File: config.mk
export PLATFORM = sky130hd
export DESIGN_NAME = id_ex_stage
export DESIGN_NICKNAME = d
export VERILOG_FILES = /design/src/rtl/pipeline_pkg.sv /design/src/rtl/id_ex_stage_hazard_detect.sv /design/src/rtl/id_ex_stage.sv
export SDC_FILE = /design/constraint.sdc
export NUM_CORES = 1
export LEC_CHECK = 0
export BUFFER_PORTS_ARGS = -buffer_cell sky130_fd_sc_hd__clkbuf_2
export CORE_ASPECT_RATIO = 0.5
export CORE_MARGIN = 1
export CORE_UTILIZATION = 45
export CTS_CLUSTER_SIZE = 30
export DETAILED_ROUTE_END_ITERATION = 8
export PLACE_DENSITY = 0.81
export SYNTH_ARGS = -nofsm -noshare
export SYNTH_HDL_FRONTEND = slang
export SYNTH_SLANG_ARGS = --single-unit
File: constraint.sdc
create_clock -name clk -period 2.7 [get_ports clk]
set_input_delay 0.27 -clock clk [delete_from_list [all_inputs] [get_ports clk]]
set_output_delay 0.27 -clock clk [all_outputs]
set_load 0.05 [all_outputs]
File: src/rtl/pipeline_pkg.sv
// pipeline_pkg: shared control-bundle layout, ALU op codes and pipeline constants
package pipeline_pkg;
  localparam int CTRL_W = 12;
  localparam int CTRL_REG_WRITE = 11;
  localparam int CTRL_MEM_READ = 10;
  localparam int CTRL_MEM_WRITE = 9;
  localparam int CTRL_MEM_TO_REG = 8;
  localparam int CTRL_ALU_SRC = 7;
  localparam int CTRL_REG_DST = 6;
  localparam int CTRL_LINK = 5;
  localparam int CTRL_ALU_OP = 0;
  typedef enum logic [4:0] {
    ALU_ADD = 5'd0,
    ALU_SUB = 5'd1,
    ALU_AND = 5'd2,
    ALU_OR  = 5'd3,
    ALU_XOR = 5'd4,
    ALU_NOR = 5'd5,
    ALU_SLT = 5'd6,
    ALU_SLL = 5'd7,
    ALU_SRL = 5'd8,
    ALU_SRA = 5'd9,
    ALU_LUI = 5'd10
  } alu_op_t;
  typedef struct packed {
    logic    regWrite;
    logic    memRead;
    logic    memWrite;
    logic    memToReg;
    logic    aluSrc;
    logic    regDst;
    logic    link;
    alu_op_t aluOp;
  } ctrl_t;
  localparam logic [CTRL_W-1:0] BUBBLE_CTRL = '0;
  localparam logic [4:0] REG_ZERO = 5'd0;
endpackage

File: src/rtl/id_ex_stage_hazard_detect.sv
// hazard_detect: combinational load-use stall (load in EX writing a register the ID instruction reads)
module hazard_detect import pipeline_pkg::*; #(
  parameter int ADDR_W = 5
) (
  input  logic              ex_valid,
  input  logic              ex_mem_read,
  input  logic [ADDR_W-1:0] ex_dest,
  input  logic [ADDR_W-1:0] id_rs,
  input  logic [ADDR_W-1:0] id_rt,
  input  logic              id_uses_rs,
  input  logic              id_uses_rt,
  output logic              stall
);
  assign stall = ex_valid & ex_mem_read & (ex_dest != ADDR_W'(REG_ZERO)) &
                 ((id_uses_rs & (id_rs == ex_dest)) | (id_uses_rt & (id_rt == ex_dest)));
endmodule

File: src/rtl/id_ex_stage.sv
// id_ex_stage: ID/EX pipeline register with load-use bubble, freeze and flush; ID_EX_STALL_STATS_EN adds stallCount/flushCount
module id_ex_stage import pipeline_pkg::*; #(
  parameter int DATA_W = 32,
  parameter int ADDR_W = 5
) (
  input  logic              clk,
  input  logic              reset,
  input  logic              freeze,
  input  logic              flush,
  input  logic [ADDR_W-1:0] idRs,
  input  logic [ADDR_W-1:0] idRt,
  input  logic [ADDR_W-1:0] idRd,
  input  logic              idUsesRs,
  input  logic              idUsesRt,
  input  logic [DATA_W-1:0] readData1,
  input  logic [DATA_W-1:0] readData2,
  input  logic [DATA_W-1:0] idImm,
  input  logic [DATA_W-1:0] idPcPlus4,
  input  logic [CTRL_W-1:0] idCtrl,
  output logic              exValid,
  output logic [ADDR_W-1:0] exRs,
  output logic [ADDR_W-1:0] exRt,
  output logic [ADDR_W-1:0] exDest,
  output logic [DATA_W-1:0] exData1,
  output logic [DATA_W-1:0] exData2,
  output logic [DATA_W-1:0] exImm,
  output logic [DATA_W-1:0] exPcPlus4,
  output logic [CTRL_W-1:0] exCtrl,
  output logic              stall
`ifdef ID_EX_STALL_STATS_EN
  , output logic [31:0]     stallCount
  , output logic [31:0]     flushCount
`endif
);
  hazard_detect #(.ADDR_W(ADDR_W)) u_hazard (
    .ex_valid(exValid),
    .ex_mem_read(exCtrl[CTRL_MEM_READ]),
    .ex_dest(exDest),
    .id_rs(idRs),
    .id_rt(idRt),
    .id_uses_rs(idUsesRs),
    .id_uses_rt(idUsesRt),
    .stall(stall)
  );
  logic bubble;
  assign bubble = flush | stall;
  always_ff @(posedge clk) begin
    if (reset || (!freeze && bubble)) begin
      exValid   <= 1'b0;
      exRs      <= '0;
      exRt      <= '0;
      exDest    <= '0;
      exData1   <= '0;
      exData2   <= '0;
      exImm     <= '0;
      exPcPlus4 <= '0;
      exCtrl    <= BUBBLE_CTRL;
    end else if (!freeze) begin
      exValid   <= 1'b1;
      exRs      <= idRs;
      exRt      <= idRt;
      exDest    <= idCtrl[CTRL_REG_DST] ? idRd : idRt;
      exData1   <= readData1;
      exData2   <= readData2;
      exImm     <= idImm;
      exPcPlus4 <= idPcPlus4;
      exCtrl    <= idCtrl;
    end
  end
`ifdef ID_EX_STALL_STATS_EN
  // a flush that coincides with a stall is attributed to the flush only
  always_ff @(posedge clk) begin
    if (reset) begin
      stallCount <= '0;
      flushCount <= '0;
    end else if (!freeze) begin
      stallCount <= stallCount + {31'd0, stall & ~flush};
      flushCount <= flushCount + {31'd0, flush};
    end
  end
`endif
endmodule
==> key figures <==
STA
  • Final Hold Fails: 0
  • Fin Setup TNS: 0 ns
  • Min Tclk post-route: 2.32 ns
  • RSZ-0062 raised after global routing: false
  • Worst-Margin Slew: about 0.63 ns
  • Worst relative slew slack: 0.582
  • Setup Skew: 0.0102 ns
  • Fin worst setup slack: between 0.3 and 0.4 ns
  • Peak Freq: 431 MHz
  • Period utilisation layout: 0.860
  • # setup viols final: 0
  • Fin. max-slew vios: 0

Placement
  • IO Port Bufs: between 300 and 400
  • Dpl cell area: approximately 9000 sq um
  • GP Congestion: slightly above 0.8
  • Placed cells: 1200
  • Final HPWL DP: around 13 mm
  • Worst slack at placement: ~0.69 ns

Worst setup path
  • Worst setup EP type: output port
  • Setup CP Type: reg2out
  • Worst r2r src: exDest[2]$_SDFFE_PP0N_
  • Capturing point of the worst reg2reg path: exImm[9]$_SDFFE_PP0N_
  • CP Data Required Time: 2.43 ns
  • Startpoint Class: flip-flop
  • R2r setup slk: slightly below 0.8 ns
  • Worst Path Arrival: 2.05 ns
  • Worst reg2reg path depth: 5
  • CP max FO: 5

Power and ir drop
  • Peak supply drop: around 430 uV
  • Leakage: 4.31 nW
  • Total chip power: slightly below 6 mW
  • Pwr/cell area: 625 nW/um^2

Floorplanning
  • Initial Utilization: 0.470
  • Boundary Pins: 318
  • Core Area: about 16000 sq um
  • Die W: 183 microns
  • Row count: 32
  • DIE AREA: approximately 17000 sq um
  • Die height: ~90 microns

Global route
  • Initial antenna violation count: 0
  • Global route overflow: 0
  • Global-route wire length before repair: 28.5 mm
  • Gr usage total: 0.209
  • Vias in the first global route: between 5000 and 6000
  • Largest net degree at the start of global routing: 116

Drt
  • Drt first pass iters: 4
  • DRT met1 WL: 7.21 mm
  • Vias: 6107
  • Max layer used: met4
  • Met3 WL: approximately 800 microns
  • Vias per cell: around 5
  • Initial DRC count: roughly 190
  • Drt drc: 0
  • Antenna Nets Post-Route: 0
  • Final WL: 18.2 mm
  • Met2 Routed Length: 9.71 mm
  • Drt wl/cell: 14.8 microns

Cells and area
  • # diodes: 0
  • Share of cells above drive strength 1: 0.625
  • Area growth syn-to-layout: 29.3%
  • Final nets: roughly 1200
  • Layout fillers: 1344
  • Design Area, Final: approximately 9500 sq um
  • Final non-filler cell total: 1232

CTS
  • Max Buffers Root-to-Sink: 2
  • H-tree depth: 4
  • Clock latency at the later pin of the worst-skew pair: about 0.42 ns
  • Clk pin slew, worst setup/hold paths: roughly 0.070 ns
  • Clk sinks: approximately 160
  • CTS root buffer: clkbuf_16
  • Post-CTS Hold Fix Bufs: 0
  • Number of CTS-inserted buffers: 17
  • # Post-CTS Setup Buffers: 0
  • CTS tree: built
  • # resized after CTS: 0

Hold path
  • Hold path startpoint: reset
  • Hold Path End: exData1[26]$_SDFFE_PP0N_
  • Hold crit path type: in2reg
  • Hold path depth: 4

Synthesis
  • Area leader, netlist: dfxtp_1
  • Ys Warns: 0
  • Flops & latches, synth: around 160
  • Post-synthesis cell count: roughly 720
  • Sequential share of the synthesized area: 0.424
  • Cell variety after synth: 24
  • Mapped cell area: 7370 sq um
  • Post-Synthesis Net Count: 885
  • Post-synth top area share: 0.424
  • Syn avg cell area: about 10 sq um
  • Synth top area cells: dfxtp_1 42%, mux2_2 23%, a21oi_2 14%, nand2_1 8.0%, a21oi_1 2.5%

Flow run
  • Max-cap viol count: 0

Run status
  • Run status: completed
==> worst max-delay path, cell delays in order, from the launching register on <==
cell and delay [ns]:
dfxtp_1 0.38, or4_1 0.56, o211ai_2 0.24, and2b_1 0.22, clkbuf_2 0.24
==> worst max-delay path by stage <==
stage,startpoint,endpoint,slack (ns),depth (start not counted)
floorplan,exDest[4]$_SDFFE_PP0N_,stall,0.61,5
global placement,freeze,exData2[0]$_SDFFE_PP0N_,0.77,6
detailed placement,freeze,exImm[0]$_SDFFE_PP0N_,0.69,6
CTS,exDest[2]$_SDFFE_PP0N_,stall,0.35,4
global route,exDest[1]$_SDFFE_PP0N_,stall,0.30,4
finish,exDest[1]$_SDFFE_PP0N_,stall,0.38,4
==> per-layer routing <==
| metal | vias up | global-route usage |
|---|---|---|
| li1 | 3008 | - |
| met1 | 2884 | 0.228 |
| met2 | 177 | 0.395 |
| met3 | 38 | 0.0440 |
| met4 | 0 | 0.0889 |
| met5 | - | 0 |
==> layout by cell type (no fill, tap or decap) <==
cell type / Yosys / layout
buf_12: 1 / 8
mux2_2: 150 / 150
clkinv_4: 0 / 4
clkbuf_8: 0 / 3
o211ai_2: 1 / 1
or4_1: 1 / 1
inv_1: 2 / 2
o211ai_1: 5 / 5
inv_6: 0 / 4
nor2_1: 2 / 2
a21oi_4: 0 / 2
nand4_1: 2 / 2
mux2i_1: 5 / 5
buf_6: 6 / 1
a21o_1: 1 / 1
inv_8: 0 / 1
clkbuf_2: 0 / 316
dfxtp_1: 156 / 156
buf_4: 2 / 1
clkbuf_16: 0 / 17
clkinvlp_4: 0 / 3
xnor2_1: 10 / 10
nand2_1: 157 / 157
o22ai_4: 0 / 1
a21oi_1: 37 / 36
o21ai_0: 1 / 1
and2b_1: 1 / 1
a21oi_2: 121 / 120
==> final cells by class <==
type                    instances  area, sq um  share of cell area
multi-input cells             495         3800               0.398
flip-flops and latches        156         3120               0.328
repair buffers                326         1760               0.185
clock buffers                  20          467              0.0489
well taps                     221          277              0.0290
clock inverters                12          104              0.0109
inverters                       2         7.51            0.000787
==> flip-flops by register name, summed over array words and instances, names as in the netlist <==
register   count
exImm         32
exRs           5
exData2       32
exData1       32
exRt           5
exValid        1
exDest         5
exPcPlus4     32
exCtrl        12
==> cell usage after synthesis <==
| cell | n |
|---|---|
| o22ai_1 | 1 |
| clkbuf_1 | 26 |
| inv_1 | 2 |
| o211ai_2 | 1 |
| mux2_2 | 150 |
| o21ai_0 | 1 |
| buf_2 | 23 |
| a21o_1 | 1 |
| buf_6 | 6 |
| xnor2_1 | 10 |
| a21oi_2 | 121 |
| buf_8 | 10 |
| dfxtp_1 | 156 |
| buf_1 | 3 |
| or4_1 | 1 |
| nand4_1 | 2 |
| o211ai_1 | 5 |
| nand2_1 | 157 |
| buf_4 | 2 |
| nor2_1 | 2 |
| mux2i_1 | 5 |
| buf_12 | 1 |
| and2b_1 | 1 |
| a21oi_1 | 37 |
==> kinds of logic after synthesis <==
family | synth area share
buffers and inverters | 0.0657
AOI/OAI and AO/OA | 0.178
muxes | 0.236
xor gates and xnor gates | 0.0119
DFF | 0.424
and+or+nand+nor | 0.0847
==> power breakdown <==
part           total [mW]  internal [mW]  switching, mW
clock                2.27           1.27          0.999
sequential           2.49           2.42         0.0662
combinational        1.20          0.422          0.777
total                5.96           4.12           1.84
==> stage by stage <==
stage | hold WS [ns] | utilization
floorplan | 0.500 | -
global placement | 0.607 | 0.571
detailed placement | 0.612 | 0.571
CTS | 0.210 | 0.608
global route | 0.220 | 0.608
finish | 0.226 | 0.608
Note: power is estimated with default switching activity, not from simulation.
